[config.mk]
export PLATFORM = sky130hd
export DESIGN_NAME = alu_operand_regs
export DESIGN_NICKNAME = d
export VERILOG_FILES = /design/src/rtl/alu_operand_regs.sv
export SDC_FILE = /design/constraint.sdc
export NUM_CORES = 1
export LEC_CHECK = 0
export CAP_MARGIN = 20
export CORE_ASPECT_RATIO = 0.9
export CORE_MARGIN = 2
export CORE_UTILIZATION = 48
export DETAILED_ROUTE_END_ITERATION = 8
export PLACE_DENSITY = 0.93
export SYNTH_ARGS = -nofsm -noshare
export SYNTH_HDL_FRONTEND = slang
export SYNTH_SLANG_ARGS = --single-unit
[constraint.sdc]
create_clock -name clk -period 3.87 [get_ports clk]
set_input_delay 1.161 -clock clk [delete_from_list [all_inputs] [get_ports clk]]
set_output_delay 1.161 -clock clk [all_outputs]
set_load 0.05 [all_outputs]
[src/rtl/alu_operand_regs.sv]
// rtl/alu_operand_regs.sv - ALU operand registers A/B with flag capture and bus driver
// Holds two operands, latches add/subtract flags and flags any dual-drive on the bus.
module alu_operand_regs #(
  parameter int N = 8
) (
  input  logic         clk,
  input  logic         reset,
  input  logic [N-1:0] bus_in,
  input  logic         load_a,
  input  logic         load_b,
  input  logic         output_a,
  input  logic         output_b,
  input  logic         subtract_enable,
  input  logic         load_flags,
  output logic [N-1:0] data_out_a,
  output logic [N-1:0] data_out_b,
  output logic [N-1:0] bus_out,
  output logic         bus_drive,
  output logic         flag_carry,
  output logic         flag_zero,
  output logic         bus_conflict
);

  logic [N-1:0] a_q, a_d;
  logic [N-1:0] b_q, b_d;
  logic         carry_q, carry_d;
  logic         zero_q, zero_d;
  logic         conflict_q, conflict_d;
  logic [N:0]   result;

  // Two's-complement subtract: invert B and inject the carry-in, so carry means "no borrow".
  assign result = {1'b0, a_q}
                + {1'b0, (b_q ^ {N{subtract_enable}})}
                + {{N{1'b0}}, subtract_enable};

  always_comb begin
    a_d        = a_q;
    b_d        = b_q;
    carry_d    = carry_q;
    zero_d     = zero_q;
    conflict_d = conflict_q;
    if (load_a) a_d = bus_in;
    if (load_b) b_d = bus_in;
    if (load_flags) begin
      carry_d = result[N];
      zero_d  = (result[N-1:0] == '0);
    end
    if (output_a && output_b) conflict_d = 1'b1;
  end

  always_ff @(posedge clk or posedge reset) begin
    if (reset) begin
      a_q        <= '0;
      b_q        <= '0;
      carry_q    <= 1'b0;
      zero_q     <= 1'b0;
      conflict_q <= 1'b0;
    end else begin
      a_q        <= a_d;
      b_q        <= b_d;
      carry_q    <= carry_d;
      zero_q     <= zero_d;
      conflict_q <= conflict_d;
    end
  end

  assign data_out_a   = a_q;
  assign data_out_b   = b_q;
  assign bus_out      = output_a ? a_q : (output_b ? b_q : '0);
  assign bus_drive    = output_a | output_b;
  assign flag_carry   = carry_q;
  assign flag_zero    = zero_q;
  assign bus_conflict = conflict_q;

endmodule
Yosys cells after proc, flatten, opt, wreduce, memory -nomap -nowiden

Index checks and enable logic that the tools add are counted.

Add/sub/neg operators: 2
Muxes and demuxes: 2
Bitwise logic cells: 2
Reductions and logical operators: 2

Operator list:

| cell                | number |
|---|---|
| $mux W8             | 2 |
| $add A8 B8 Y9       | 1 |
| $add A9 B1 Y9       | 1 |
| $logic_not A8 Y1    | 1 |
| $xor A8 B8 Y8       | 1 |
| $logic_and A1 B1 Y1 | 1 |
| $or A1 B1 Y1        | 1 |

Register bits: 19
Output and inout port bits: 28
Logic and storage cells: 13

Longest topological paths before layout

Word-level depth: 4
Depth in mapped cells: 9
Mapped depth without buffers: 8

Least setup slack after synthesis

Ideal clock, no wire load.

Kind: input to output
Start: input output_a
End: output bus_out[5]
Arrival time: 2624 ps
Data required time: 2709 ps
Setup slack: 85 ps
Stages: 3
Path buffers: 2
Cells stage by stage: clkbuf_1 > clkbuf_1 > o21ai_0

Word-level cells in the longest chain between the ends: 1

Ends and longest elaborated chain:

| item            | RTL line | source |
|---|---|---|
| start, declared | 11       | `input logic output_a,` |
| $mux W8         | 69       | `assign bus_out = output_a ? a_q : (output_b ? b_q : '0);` |
| end, declared   | 17       | `output logic [N-1:0] bus_out,` |

Every way passes these cells.

Final worst setup path

Start: input output_a
End: output bus_out[1]

The elaborated chain is that of the path after synthesis.

==> results by group <==
Outcome
  – Status: finished, final reports clean

Min path
  – Origin of the worst min-delay path: bus_conflict$_DFFE_PP0P_
  – Worst Hold Path EP: bus_conflict$_DFFE_PP0P_
  – Hold Path Cell Cnt: 1
  – Hold/Removal Path Class: flop to flop

STA
  – Max-slew violations: 0
  – Final WS setup: 0.187 ns
  – RSZ-0062 raised after global routing: no
  – Worst Clk Skew: approximately 0.011 ns
  – Final Cycle Share: 95.2%
  – Final-report hold violation count: 0
  – Worst-margin pin slew: 0.748 ns
  – Max Clk Rate: approximately 0.27 GHz
  – Final setup TNS: 0 ns
  – Rel. slew slack: 50.1%
  – Final setup violating endpoints: 0
  – Minimum clock period: 3.68 ns

Final layout
  – N_diodes: 0
  – Area Overhead vs Synth: 43.8%
  – Non-Filler Instances: between 200 and 250
  – Multi-input gate area in the final layout: 748 sq um
  – Reg area: about 480 sq um
  – Layout cells sized above 1: 17.3%
  – # fillers: 152
  – Layout net count: 200

Power and ir drop
  – Lkg Pwr: 0.000780 uW
  – VDD IR max: 0.323 mV
  – PD cells: 407 nW/um^2
  – Pwr Total: approximately 740 uW

Setup path
  – Crit Path Max Fanout: 18
  – CP Launch Type: primary input
  – Critical Path RT: 2.71 ns
  – Flop-to-flop setup slack: 1.82 ns
  – Reg2reg start: data_out_b[1]$_DFFE_PP0P_
  – R2R cell count: 8
  – Worst Path Arrival: 2.52 ns
  – RR Endpoint: flag_carry$_DFFE_PP0P_
  – Setup CP Type: primary input to primary output
  – Endpoint class of the critical path: primary output

Yosys
  – Netlist cell types: 30
  – #FFs+latches synth: 19
  – Post-Syn Nets: 158
  – Mapped Cells: between 100 and 150
  – Area fraction of the dominant cell type after synthesis: 37.5%
  – Synth warnings: 0
  – Largest cells by area after synthesis: dfrtp_1, mux2_2, ha_1, nand2_1, o21ai_0
  – Cell taking the most area after synthesis: dfrtp_1
  – Number of synthesized flops with an enable pin: 0
  – Average size of a mapped cell: ~9.6 sq um
  – Async S/R FF share, synth: 100%
  – Sequential fraction of the synthesis area: between 30% and 40%
  – Cell Area, Synth: roughly 1300 sq um
  – Primary FF master, synth: dfrtp_1

CTS
  – Clock buffer depth: 2
  – Hold buffers post-CTS: 0
  – Clock Tree Root: clkbuf_4
  – Clock insertion delay at the later pin of the skew report: ~0.30 ns
  – CTS sink count: 19
  – Post-CTS Resized: 0
  – Number of buffers created by CTS: 3
  – CTS tree: yes
  – Post-CTS setup buffers: 0
  – Clk pin slew, worst setup/hold paths: 0.12 ns
  – # H-tree levels: 1

Global routing
  – First-pass GRT wire length: 5780 microns
  – Vias in the first global route: 1223
  – Overall Global Routing Usage: 25.4%
  – Initial antenna violation count: 0
  – Largest net degree at the start of global routing: 20
  – GRT overflow: 0

Route
  – Initial DRC count: 11
  – DRC: 0
  – Initial DRT Pass Iterations: 4
  – Via count: 1143
  – Antenna-violating nets left: 0
  – Post-DR wirelength/cell: 17.2 microns
  – DRT Wirelength: between 3000 and 4000 microns
  – Vias per cell: about 5.7

Die
  – Chip Width: 58.2 microns
  – Total Die Area: 3070 sq um
  – Core box area: 2490 sq um
  – Num rows: 17
  – Chip height: 52.8 microns
  – Starting Density: 51.0%
  – # IOs: 44

Placement
  – Dpl cells: 197
  – Post-DP HPWL: 2670 microns
  – Pre-CTS setup slack: 0.210 ns
  – PortBufs: 43
  – GPL Wtd Cong: 0.837

Job
  – Max-cap violations: 0
## critical path: stages
cell and delay, ns:
clkdlybuf4s50_1 0.69, o21ai_0 0.48, buf_12 0.19
## registers in the layout, indices dropped and copies added, names as in the netlist
name	count
data_out_a	8
flag_zero	1
bus_conflict	1
flag_carry	1
data_out_b	8
## per-layer routing
layer | global-route usage, % | vias up | routed length, microns | share of wire [%]
met5 | 0 | - | 0 | 0
met4 | 9.30 | 0 | 42 | 1.2
met3 | 3.95 | 6 | 167 | 4.8
met2 | 46.4 | 41 | 1810 | 52
met1 | 30.0 | 550 | 1440 | 42
li1 | - | 546 | - | -
## synthesized netlist by cell type (all sizes together) (2+ instances only)
cell type / instances
a21oi: 8
clkbuf: 5
dfrtp: 19
ha: 9
inv: 5
mux2: 16
mux2i: 2
nand2: 21
nand3: 2
nor2: 3
o21a: 2
o21ai: 14
xnor2: 2
xor2: 8
## layout make-up
type,instances,area share [%]
repair buffers,43,28.5
clock buffers,4,1.44
inverters,5,1.03
multi-input cells,102,41.0
well taps,28,1.92
flip-flops and latches,19,26.1
## logic make-up after synthesis
| group | after synthesis | share of synthesized area [%] |
|---|---|---|
| AND/OR/NAND/NOR | 34 | 12.5 |
| AO/OA/AOI/OAI | 30 | 13.3 |
| flip-flops | 19 | 37.5 |
| multiplexers | 18 | 15.8 |
| buffers and inverters | 11 | 3.55 |
| XOR/XNOR | 10 | 6.90 |
| adder cells (fa/ha/maj) | 10 | 10.5 |
## stage by stage
stage          hold WS (ns)  utilization [%]  cell area (sq um)
6_report              0.482             73.3               1820
5_1_grt               0.513             73.3               1820
4_1_cts               0.488             73.3               1820
3_5_place_dp          0.456             72.2               1800
3_3_place_gp          0.442             72.2               1800
2_1_floorplan         0.764                -               1270
## how the worst max path moves through the flow
stage | slack, ns | startpoint | endpoint
2_1_floorplan | 0.09 | output_a | bus_out[5]
3_3_place_gp | 0.28 | output_a | bus_out[6]
3_5_place_dp | 0.21 | output_a | bus_out[7]
4_1_cts | 0.20 | output_a | bus_out[1]
5_1_grt | 0.10 | output_a | bus_out[0]
6_report | 0.19 | output_a | bus_out[1]
## placed cells by master, fill, tap and decap left out
cell type and n:
nor2_1 3, dfrtp_1 19, buf_12 9, o22ai_1 1, nand4b_1 1, inv_1 5, a21o_1 1, nor3b_1 1
o21a_1 2, o21ai_0 14, mux2i_1 2, fa_1 1, or2_2 1, nand2b_1 1, mux2_2 16, xor2_1 8
or3_4 1, a31oi_1 1, nand3_1 2, clkdlybuf4s50_1 34, xnor2_1 2, and3_1 1, o21bai_1 1, nor3_1 1
nand2_1 21, a21boi_0 1, nand3b_1 1, clkbuf_1 1, a21oi_1 8, ha_1 9, o2111ai_1 1, clkbuf_4 3
## power breakdown
| part | leakage [uW] | total [uW] | switching [uW] | internal, uW |
|---|---|---|---|---|
| sequential | 0.000222 | 244 | 26.0 | 218 |
| combinational | 0.000542 | 394 | 229 | 165 |
| clock | 0.0000150 | 104 | 63.8 | 40.1 |
Power figures use the tool's default switching activity.
